$ cat src/rtl/ctrl_pkg.sv
// Shared encodings for the multi-cycle control unit: FSM states, instruction
// fields, ALU select codes and the ALUOp shorthand used between FSM and decoder.
package ctrl_pkg;

  localparam int ALU_SEL_W = 4;
  localparam int STATE_W   = 4;

  typedef enum logic [STATE_W-1:0] {
    S_FETCH   = 4'd0,
    S_DECODE  = 4'd1,
    S_MEMADR  = 4'd2,
    S_MEMRD   = 4'd3,
    S_MEMWB   = 4'd4,
    S_MEMWR   = 4'd5,
    S_EXECUTE = 4'd6,
    S_RTWB    = 4'd7,
    S_BRANCH  = 4'd8,
    S_ADDIEX  = 4'd9,
    S_ADDIWB  = 4'd10,
    S_JUMP    = 4'd11
  } state_t;

  localparam logic [5:0] OP_RTYPE = 6'b000000;
  localparam logic [5:0] OP_LW    = 6'b100011;
  localparam logic [5:0] OP_SW    = 6'b101011;
  localparam logic [5:0] OP_BEQ   = 6'b000100;
  localparam logic [5:0] OP_ADDI  = 6'b001000;
  localparam logic [5:0] OP_J     = 6'b000010;

  localparam logic [5:0] FN_ADD = 6'b100000;
  localparam logic [5:0] FN_SUB = 6'b100010;
  localparam logic [5:0] FN_AND = 6'b100100;
  localparam logic [5:0] FN_OR  = 6'b100101;
  localparam logic [5:0] FN_SLT = 6'b101010;

  localparam logic [ALU_SEL_W-1:0] ALU_ADD = 4'b0010;
  localparam logic [ALU_SEL_W-1:0] ALU_SUB = 4'b0110;
  localparam logic [ALU_SEL_W-1:0] ALU_AND = 4'b0000;
  localparam logic [ALU_SEL_W-1:0] ALU_OR  = 4'b0001;
  localparam logic [ALU_SEL_W-1:0] ALU_SLT = 4'b0111;

  localparam logic [1:0] ALUOP_ADD   = 2'b00;
  localparam logic [1:0] ALUOP_SUB   = 2'b01;
  localparam logic [1:0] ALUOP_FUNCT = 2'b10;

  // Per-state control word before reset gating; alu_use marks states that drive the ALU.
  typedef struct packed {
    logic       pc_write;
    logic       branch;
    logic       iord;
    logic       mem_read;
    logic       mem_write;
    logic       ir_write;
    logic       reg_dst;
    logic       mem_to_reg;
    logic       reg_write;
    logic       alu_src_a;
    logic [1:0] alu_src_b;
    logic [1:0] pc_src;
    logic       alu_use;
    logic [1:0] alu_op;
  } ctrl_t;

endpackage

$ cat src/rtl/alu_sel_decode.sv
// Combinational ALU control: maps {ALUOp, funct} to the 4-bit ALU select and
// flags funct codes it does not recognise.
module alu_sel_decode
  import ctrl_pkg::*;
(
  input  logic [1:0]           alu_op,
  input  logic [5:0]           funct,
  output logic [ALU_SEL_W-1:0] alu_sel,
  output logic                 bad_funct
);

  always_comb begin
    alu_sel   = ALU_ADD;
    bad_funct = 1'b0;
    case (alu_op)
      ALUOP_ADD: alu_sel = ALU_ADD;
      ALUOP_SUB: alu_sel = ALU_SUB;
      ALUOP_FUNCT: begin
        case (funct)
          FN_ADD:  alu_sel = ALU_ADD;
          FN_SUB:  alu_sel = ALU_SUB;
          FN_AND:  alu_sel = ALU_AND;
          FN_OR:   alu_sel = ALU_OR;
          FN_SLT:  alu_sel = ALU_SLT;
          default: begin
            alu_sel   = ALU_ADD;
            bad_funct = 1'b1;
          end
        endcase
      end
      default: alu_sel = ALU_ADD;
    endcase
  end

endmodule

$ cat src/rtl/mc_control_unit.sv
// Multi-cycle control FSM for the 32-bit datapath: sequences fetch/decode/execute
// for R-type, lw, sw, beq, addi and j, and drives every datapath enable.
module mc_control_unit
  import ctrl_pkg::*;
#(
  parameter int SEL_W = 4,
  parameter int ST_W  = 4
) (
  input  logic             clk,
  input  logic             rst,
  input  logic [5:0]       opcode,
  input  logic [5:0]       funct,
  input  logic             zf,
  output logic             pc_en,
  output logic             iord,
  output logic             mem_read,
  output logic             mem_write,
  output logic             ir_write,
  output logic             reg_dst,
  output logic             mem_to_reg,
  output logic             reg_write,
  output logic             alu_src_a,
  output logic [1:0]       alu_src_b,
  output logic [1:0]       pc_src,
  output logic [SEL_W-1:0] alu_sel,
  output logic             illegal,
  output logic [ST_W-1:0]  state_o
);

  state_t                 state;
  state_t                 next_state;
  ctrl_t                  ctrl;
  ctrl_t                  ctrl_g;
  logic                   op_illegal;
  logic [ALU_SEL_W-1:0]   dec_sel;
  logic                   bad_funct;

  always_ff @(posedge clk) begin
    if (rst) state <= S_FETCH;
    else     state <= next_state;
  end

  always_comb begin
    ctrl       = '0;
    next_state = S_FETCH;
    op_illegal = 1'b0;
    case (state)
      S_FETCH: begin
        ctrl.mem_read  = 1'b1;
        ctrl.ir_write  = 1'b1;
        ctrl.pc_write  = 1'b1;
        ctrl.alu_src_b = 2'b01;
        ctrl.alu_use   = 1'b1;
        ctrl.alu_op    = ALUOP_ADD;
        next_state     = S_DECODE;
      end
      S_DECODE: begin
        ctrl.alu_src_b = 2'b11;
        ctrl.alu_use   = 1'b1;
        ctrl.alu_op    = ALUOP_ADD;
        case (opcode)
          OP_LW, OP_SW: next_state = S_MEMADR;
          OP_RTYPE:     next_state = S_EXECUTE;
          OP_BEQ:       next_state = S_BRANCH;
          OP_ADDI:      next_state = S_ADDIEX;
          OP_J:         next_state = S_JUMP;
          default:      op_illegal = 1'b1;
        endcase
      end
      S_MEMADR: begin
        ctrl.alu_src_a = 1'b1;
        ctrl.alu_src_b = 2'b10;
        ctrl.alu_use   = 1'b1;
        ctrl.alu_op    = ALUOP_ADD;
        if (opcode == OP_SW)      next_state = S_MEMWR;
        else if (opcode == OP_LW) next_state = S_MEMRD;
      end
      S_MEMRD: begin
        ctrl.mem_read = 1'b1;
        ctrl.iord     = 1'b1;
        next_state    = S_MEMWB;
      end
      S_MEMWB: begin
        ctrl.reg_write  = 1'b1;
        ctrl.mem_to_reg = 1'b1;
      end
      S_MEMWR: begin
        ctrl.mem_write = 1'b1;
        ctrl.iord      = 1'b1;
      end
      S_EXECUTE: begin
        ctrl.alu_src_a = 1'b1;
        ctrl.alu_use   = 1'b1;
        ctrl.alu_op    = ALUOP_FUNCT;
        next_state     = S_RTWB;
      end
      S_RTWB: begin
        ctrl.reg_write = 1'b1;
        ctrl.reg_dst   = 1'b1;
      end
      S_BRANCH: begin
        ctrl.alu_src_a = 1'b1;
        ctrl.alu_use   = 1'b1;
        ctrl.alu_op    = ALUOP_SUB;
        ctrl.pc_src    = 2'b01;
        ctrl.branch    = 1'b1;
      end
      S_ADDIEX: begin
        ctrl.alu_src_a = 1'b1;
        ctrl.alu_src_b = 2'b10;
        ctrl.alu_use   = 1'b1;
        ctrl.alu_op    = ALUOP_ADD;
        next_state     = S_ADDIWB;
      end
      S_ADDIWB: ctrl.reg_write = 1'b1;
      S_JUMP: begin
        ctrl.pc_src   = 2'b10;
        ctrl.pc_write = 1'b1;
      end
      default: next_state = S_FETCH;
    endcase
  end

  alu_sel_decode u_alu_sel_decode (
    .alu_op    (ctrl.alu_op),
    .funct     (funct),
    .alu_sel   (dec_sel),
    .bad_funct (bad_funct)
  );

  // Reset forces every output low in the same cycle, independent of the current state.
  assign ctrl_g     = rst ? '0 : ctrl;
  assign pc_en      = ctrl_g.pc_write | (ctrl_g.branch & zf);
  assign iord       = ctrl_g.iord;
  assign mem_read   = ctrl_g.mem_read;
  assign mem_write  = ctrl_g.mem_write;
  assign ir_write   = ctrl_g.ir_write;
  assign reg_dst    = ctrl_g.reg_dst;
  assign mem_to_reg = ctrl_g.mem_to_reg;
  assign reg_write  = ctrl_g.reg_write;
  assign alu_src_a  = ctrl_g.alu_src_a;
  assign alu_src_b  = ctrl_g.alu_src_b;
  assign pc_src     = ctrl_g.pc_src;
  assign alu_sel    = ctrl_g.alu_use ? SEL_W'(dec_sel) : '0;
  assign illegal    = !rst && (op_illegal || (state == S_EXECUTE && bad_funct));
  assign state_o    = rst ? '0 : ST_W'(state);

endmodule
$ cat config.mk
export PLATFORM = sky130hd
export DESIGN_NAME = mc_control_unit
export DESIGN_NICKNAME = d
export VERILOG_FILES = /design/src/rtl/ctrl_pkg.sv /design/src/rtl/alu_sel_decode.sv /design/src/rtl/mc_control_unit.sv
export SDC_FILE = /design/constraint.sdc
export NUM_CORES = 1
export LEC_CHECK = 0
export ABC_AREA = 1
export CAP_MARGIN = 5
export CORE_MARGIN = 1.5
export CORE_UTILIZATION = 35
export DETAILED_ROUTE_END_ITERATION = 6
export PLACE_DENSITY = 0.75
export SYNTH_ARGS = -nofsm -noshare
export SYNTH_HDL_FRONTEND = slang
export SYNTH_SLANG_ARGS = --single-unit
$ cat constraint.sdc
create_clock -name clk -period 1.3 [get_ports clk]
set_input_delay 0.13 -clock clk [delete_from_list [all_inputs] [get_ports clk]]
set_output_delay 0.13 -clock clk [all_outputs]
set_load 0.005 [all_outputs]
==> results of run 1 <==
[synthesized netlist by cell type, drive strengths merged]
cell type	number	area [µm²]
nand4	5	31.3
a31oi	1	6.26
dfxtp	4	80.1
nor3	1	5.00
buf	3	26.3
o211ai	1	7.51
ha	3	37.5
a21oi	7	38.8
conb	1	3.75
a41oi	1	8.76
nand2	26	105
o22ai	1	6.26
a211o	1	8.76
inv	25	93.8
o21ai	2	10.0
nand3	14	80.1
nor2	42	173
[critical path, cell delays in order, from the launching register on]
cell and delay [ns]:
dfxtp_2 0.35, inv_4 0.06, nor2_4 0.16, nand2_4 0.09, ha_4 0.18, buf_4 0.13
a21oi_2 0.16, a21oi_2 0.07, buf_2 0.13
[area by class of cell]
cell class / count / area, µm²
fillers: 104 / 215
flip-flops and latches: 4 / 92.6
repair buffers: 86 / 697
clock buffers: 3 / 22.5
inverters: 25 / 106
multi-input cells: 106 / 774
well taps: 27 / 33.8
[kinds of logic (layout without fill, tap and decap cells)]
| kind of cell | after synthesis | count (layout) | synth area share [%] |
|---|---|---|---|
| AND/OR/NAND/NOR | 88 | 88 | 54.6 |
| AO/OA/AOI/OAI | 14 | 14 | 12.0 |
| flip-flops | 4 | 4 | 11.1 |
| buffers and inverters | 28 | 114 | 16.6 |
| other | 1 | 1 | 0.519 |
| adder cells (fa/ha/maj) | 3 | 3 | 5.20 |
[power breakdown]
| part | switching [mW] | internal [mW] |
|---|---|---|
| clock network | 0.0796 | 0.105 |
| logic | 0.178 | 0.194 |
| registers | 0.0126 | 0.123 |
| total | 0.270 | 0.423 |
[cells in the final DEF (no fill, tap or decap), types with 4 or more instances in the layout]
cell             count
a21oi_2              4
buf_2               17
buf_4               34
buf_6               18
clkdlybuf4s50_1     13
inv_1               17
inv_4                5
nand2_1             14
nand2_2              4
nand2_4              7
nand3_1             10
nand4_1              5
nor2_1              21
nor2_2               5
nor2_4              16
[timing repair]
action                     4_1_cts  5_1_grt
resized for setup              148       25
pin swaps                       30       19
setup buffers                   15        6
setup endpoints to repair       23       25
hold buffers                     0        0
gates cloned                     0        0
[metal layers]
layer  GRT usage (%)  wire (µm)  up-vias
li1                -          -      613
met1            36.3       1660      635
met2            61.1       2130       78
met3            6.79        241       20
met4            26.7        224        0
met5               0          0        -
[metrics by stage]
| stage | cell area (µm²) | hold WS [ns] |
|---|---|---|
| 2_1_floorplan | 759 | 0.350 |
| 3_3_place_gp | 1400 | 0.713 |
| 3_5_place_dp | 1400 | 0.731 |
| 4_1_cts | 1660 | 0.454 |
| 5_1_grt | 1730 | 0.585 |
| 6_report | 1730 | 0.553 |
[path summary, 6_finish.rpt]
path / end / slack, ns / cells after the start
setup / recovery: alu_sel[1] / -0.42 / 8
hold / removal: state[3]$_SDFF_PP0_ / 0.55 / 3
setup reg to reg: state[0]$_SDFF_PP0_ / -0.21 / 9
hold reg to reg: state[2]$_SDFF_PP0_ / 0.75 / 4
==> results.sh, run 1 <==
export IMPL_fp_dieW_um=48.4
export IMPL_cts_sinks=4
export IMPL_die_area_um2=2340
export IMPL_numCtsBuffers=3
export IMPL_top_register="state"
export IMPL_grt_usage_pct=34.7
export IMPL_syn_area_per_cell_um2=5.23
export IMPL_pre_cts_ws_ns=-0.590
export IMPL_clk_latency_ns=0.26
export IMPL_drt_initial_drc_count=44
export IMPL_gp_congestion=0.896
export IMPL_min_period_ns=1.72
export IMPL_fp_coreArea_um2=1940
export IMPL_crit_path_end_kind="primary output"
export IMPL_cts_root_buffer="clkbuf_4"
export IMPL_dp_hpwl_mm=1.99
export IMPL_power_density_nw_per_um2=401
export IMPL_hold_start="rst"
export IMPL_hp_class="primary input to register"
export IMPL_synthDistinctLibCells=24
export IMPL_outcome="finished with violations"
export IMPL_failed_checks="setup timing"
export IMPL_clkTransAtPathRegs_ns=0.04
export IMPL_max_cap_violations=0
export IMPL_drc=0
export IMPL_synth_area_um2=722
export IMPL_vias=1346
export IMPL_startpoint="state[3]$_SDFF_PP0_"
export IMPL_initial_core_util_pct=37.2
export IMPL_num_rows=16
export IMPL_vias_per_cell=5.36
export IMPL_grt_max_degree=7
export IMPL_setup_violations=20
export IMPL_total_power_uw=693
export IMPL_required_ns=1.17
export IMPL_hold_viol=0
export IMPL_clock_skew_ns=0.0121
export IMPL_largest_reg_flops=4
export IMPL_drive_gt1_share_pct=58.9
export IMPL_crit_fanout=4
export IMPL_fmaxAchievable_ghz=0.583
export IMPL_grt_antenna_before_repair=0
export IMPL_drt_wl_total_mm=4.25
export IMPL_seq_area_frac_synth_pct=11.1
export IMPL_io_buffer_count=35
export IMPL_h_tree_depth=1
export IMPL_cp_arrival_ns=1.59
export IMPL_grt_pass1_vias=1369
export IMPL_die_height_um=48.4
export IMPL_reg_largest_list="state: 4 flops"
export IMPL_ir_drop_mv=0.679
export IMPL_ios=37
export IMPL_grt_pass1_wl_mm=6.20
export IMPL_antenna_cells=0
export IMPL_syn_nets=156
export IMPL_ys_seq_elements=4
export IMPL_final_net_count=244
export IMPL_startpoint_type="register"
export IMPL_clk_path_buf_depth=2
export IMPL_netlist_instances=138
export IMPL_final_min_period_over_clock_period_pct=132
export IMPL_firstDrtPassIters=4
export IMPL_final_cells=251
export IMPL_final_util_pct=88.9
export IMPL_drtAntennaViolNets=0
export IMPL_timing_final_ws_setup_ns=-0.417
export IMPL_area_delta_synth_final_pct=139
export IMPL_wire_per_inst_um=16.9
export IMPL_overflow=0
export IMPL_leakage_nw=0.910
export IMPL_maxSlewViolCount=0
export IMPL_setup_tns_ns=-5.24
export IMPL_worst_setup_path_type="register to primary output"
export IMPL_cts_tree="yes"
export IMPL_dp_cells=235
export IMPL_rsz0062_at_grt="true"
export IMPL_r2r_start="state[1]$_SDFF_PP0_"
export IMPL_synth_warnings=0
(Power assumes the default switching activity.)
==> run 2: changes to the inputs <==
--- a/constraint.sdc
+++ b/constraint.sdc
@@ -3,2 +3,2 @@
 set_output_delay 0.13 -clock clk [all_outputs]
-set_load 0.005 [all_outputs]
+set_load 0.05 [all_outputs]
==> results.sh, run 2 <==
export IMPL_seq_area_frac_synth_pct=11.1
export IMPL_synth_edff_count=0
export IMPL_io_buffer_count=35
export IMPL_die_height_um=48.4
export IMPL_repair_timing_grt_worst_ep="alu_sel[2]"
export IMPL_netlist_instances=138
export IMPL_lastStage="global routing (5_1_grt)"
export IMPL_synth_area_um2=722
export IMPL_syn_area_per_cell_um2=5.23
export IMPL_synth_area_top_cells="nor2_1, inv_1, nand2_1"
export IMPL_ios=37
export IMPL_synthTopCellsByCount="nor2_1, inv_1, nand2_1, nand3_1, a21oi_1"
export IMPL_yosysMostFrequentCell="nor2_1"
export IMPL_first_error="[ERROR DPL-0038] Utilization greater than 100%, impossible to legalize"
export IMPL_endpoint_type="output port"
export IMPL_synth_warnings=0
export IMPL_h_tree_depth=1
export IMPL_dp_hpwl_mm=2.78
export IMPL_numCtsBuffers=3
export IMPL_initial_core_util_pct=37.2
export IMPL_syn_nets=156
export IMPL_ys_flop_type="dfxtp_1"
export IMPL_cts_sinks=4
export IMPL_clk_path_buf_depth=2
export IMPL_cts_root_buffer="clkbuf_4"
export IMPL_num_rows=16
export IMPL_synth_top_area_share_pct=19.8
export IMPL_synthDistinctLibCells=24
export IMPL_grt_max_degree=6
export IMPL_postCtsHoldBufs=0
export IMPL_ys_seq_elements=4
export IMPL_gp_congestion=0.881
export IMPL_outcome="stopped before the end"
export IMPL_yosys_area_top_type="nor2_1"
export IMPL_fp_dieW_um=48.4
export IMPL_async_reset_ff_share_pct=0
==> run 2: cell counts after synthesis <==
No cell type changed its count.
==> run 2: kinds of logic after synthesis <==
logic type,share of synthesized area (%)
buffers and inverters,16.6
adder cells (fa/ha/maj),5.20
AO/OA/AOI/OAI,12.0
other,0.519
flip-flops,11.1
AND/OR/NAND/NOR,54.6
==> run 2: repair_timing <==
action / in CTS
resized for setup: 38
endpoints found under the setup margin: 21
buffers inserted: 9
pin swaps: 10
==> run 2: stage by stage <==
stage	worst slack, ns	instance area, µm²	std cells
2_1_floorplan	-0.272	820	138
3_5_place_dp	-0.366	1670	238
3_3_place_gp	-0.328	1670	238
4_1_cts	-0.507	1890	250
==> run 3: changes to the inputs <==
Settings changed: CORE_AREA from default to 2 2 63 65, CORE_MARGIN 1.5 to default, CORE_UTILIZATION 35 to default, DIE_AREA from default to 0 0 65 67, PLACE_DENSITY 0.75 to default, PLACE_DENSITY_LB_ADDON from default to 0.15.
Clock period 1.3 ns to 1.69 ns, I/O delays scaled along.
==> results.sh, run 3 (synthesized netlist as in run 1, its figures left out) <==
export IMPL_switching_share_pct=35.3
export IMPL_fillers=364
export IMPL_leakage_nw=0.794
export IMPL_drive_gt1_share_pct=48.5
export IMPL_largest_reg_flops=4
export IMPL_area_delta_synth_final_pct=142
export IMPL_fp_coreArea_um2=3610
export IMPL_startpoint_type="register"
export IMPL_crit_top_cell="nor2_2"
export IMPL_grt_pass1_vias=1023
export IMPL_outcome="finished with violations"
export IMPL_drt_initial_drc_count=12
export IMPL_rsz0062_at_grt="true"
export IMPL_die_height_um=67
export IMPL_vias_per_cell=4.34
export IMPL_setup_violations=5
export IMPL_fp_dieW_um=65
export IMPL_pwr_share_clk_pct=32.6
export IMPL_layout_common_cells="buf_4, nor2_1, buf_12"
export IMPL_top_register="state"
export IMPL_grt_pass1_wl_mm=4.17
export IMPL_h_tree_depth=1
export IMPL_power_density_nw_per_um2=341
export IMPL_clk_latency_ns=0.21
export IMPL_holdWs_ns=0.516
export IMPL_initial_core_util_pct=20.0
export IMPL_cts_root_buffer="clkbuf_8"
export IMPL_reg_largest_list="state: 4 flops"
export IMPL_worst_setup_path_type="register to primary output"
export IMPL_overflow=0
export IMPL_layout_commonest_cell="buf_4"
export IMPL_crit_fanout=4
export IMPL_hold_viol=0
export IMPL_drtAntennaViolNets=0
export IMPL_grt_antenna_before_repair=0
export IMPL_clock_skew_ns=0.00244
export IMPL_postCtsHoldBufs=0
export IMPL_failed_checks="setup timing"
export IMPL_crit_slowest_cell="dfxtp_4"
export IMPL_combPwrFrac_pct=50.5
export IMPL_clkTransAtPathRegs_ns=0.03
export IMPL_firstDrtPassIters=4
export IMPL_cp_arrival_ns=1.57
export IMPL_max_stage_delay_ns=0.40
export IMPL_drc=0
export IMPL_pwr_share_seq_pct=16.9
export IMPL_final_min_period_over_clock_period_pct=103
export IMPL_cts_tree="yes"
export IMPL_ios=37
export IMPL_hp_class="primary input to register"
export IMPL_pre_cts_ws_ns=-0.0623
export IMPL_clk_path_buf_depth=2
export IMPL_cts_sinks=4
export IMPL_gp_congestion=0.834
export IMPL_p_int_uw=385
export IMPL_fmaxAchievable_ghz=0.574
export IMPL_min_period_ns=1.74
export IMPL_antenna_cells=0
export IMPL_crit_path_end_kind="primary output"
export IMPL_required_ns=1.52
export IMPL_grt_max_degree=8
export IMPL_num_rows=22
export IMPL_final_util_pct=48.4
export IMPL_wire_per_inst_um=10.9
export IMPL_dp_hpwl_mm=2.13
export IMPL_die_area_um2=4360
export IMPL_timing_final_ws_setup_ns=-0.0532
export IMPL_vias=1076
export IMPL_grt_usage_pct=12.1
export IMPL_total_power_uw=595
export IMPL_cp_cell_sequence="inv_2, buf_4, nand2_4, nor2_2, nor2_2, nand3_2, nand3_4, nor2_4, buf_12"
export IMPL_final_net_count=220
export IMPL_maxSlewViolCount=0
export IMPL_drt_wl_total_mm=2.70
export IMPL_max_cap_violations=0
export IMPL_p_switching_uw=210
export IMPL_numCtsBuffers=3
export IMPL_io_buffer_count=35
export IMPL_ir_drop_mv=0.603
## run 3: path summary, 6_finish.rpt
kind	to	from	cells after the start	slack (ns)
worst max register to register	state[0]$_SDFF_PP0_	state[2]$_SDFF_PP0_	9	0.36
worst min register to register	state[2]$_SDFF_PP0_	state[0]$_SDFF_PP0_	4	0.65
worst min-delay path	state[0]$_SDFF_PP0_	rst	4	0.52
worst max-delay path	alu_sel[2]	state[2]$_SDFF_PP0_	9	-0.05
## run 3: layer usage
metal	vias up	GRT usage, %	part of all wire [%]	wire [µm]
met2	16	24.0	58	1570
li1	564	-	-	-
met5	-	0	0	0
met1	496	13.4	39	1050
met4	0	1.60	0	0
met3	0	2.53	3.1	83
## run 3: metrics by stage
step	instance area, µm²	setup TNS (ns)	std cells
6_report	1750	-0.191	248
5_1_grt	1750	-0.606	248
4_1_cts	1650	-0.333	244
3_5_place_dp	1510	-0.0623	238
3_3_place_gp	1510	0	238
2_1_floorplan	778	-0.0620	138
## run 3: critical path, delay by kind of cell, from the launching register on
family / cells / cell delay, ns
AND/OR/NAND/NOR: 6 / 0.60
flip-flops: 1 / 0.40
buffers and inverters: 3 / 0.36
## run 3: power groups by stage
stage          combinational (mW)  sequential [mW]  clock (mW)
2_1_floorplan               0.144            0.103           0
3_3_place_gp                0.277            0.103           0
3_5_place_dp                0.279            0.103           0
4_1_cts                     0.286            0.101       0.199
5_1_grt                     0.321            0.101       0.210
6_report                    0.301            0.101       0.194
## run 3: repair_timing
item,4_1_cts,5_1_grt
pin swaps,7,17
buffers inserted,3,4
endpoints found under the setup margin,6,9
endpoints found under the hold margin,0,0
gates resized for setup,20,22
## run 3: area by class of cell
cell class              count  area [µm²]  area share (%)
well taps                  48        60.1            3.44
repair buffers             62         757            43.4
clock buffers               3        41.3            2.37
flip-flops and latches      4        92.6            5.30
multi-input cells         106         698            40.0
inverters                  25        96.3            5.52
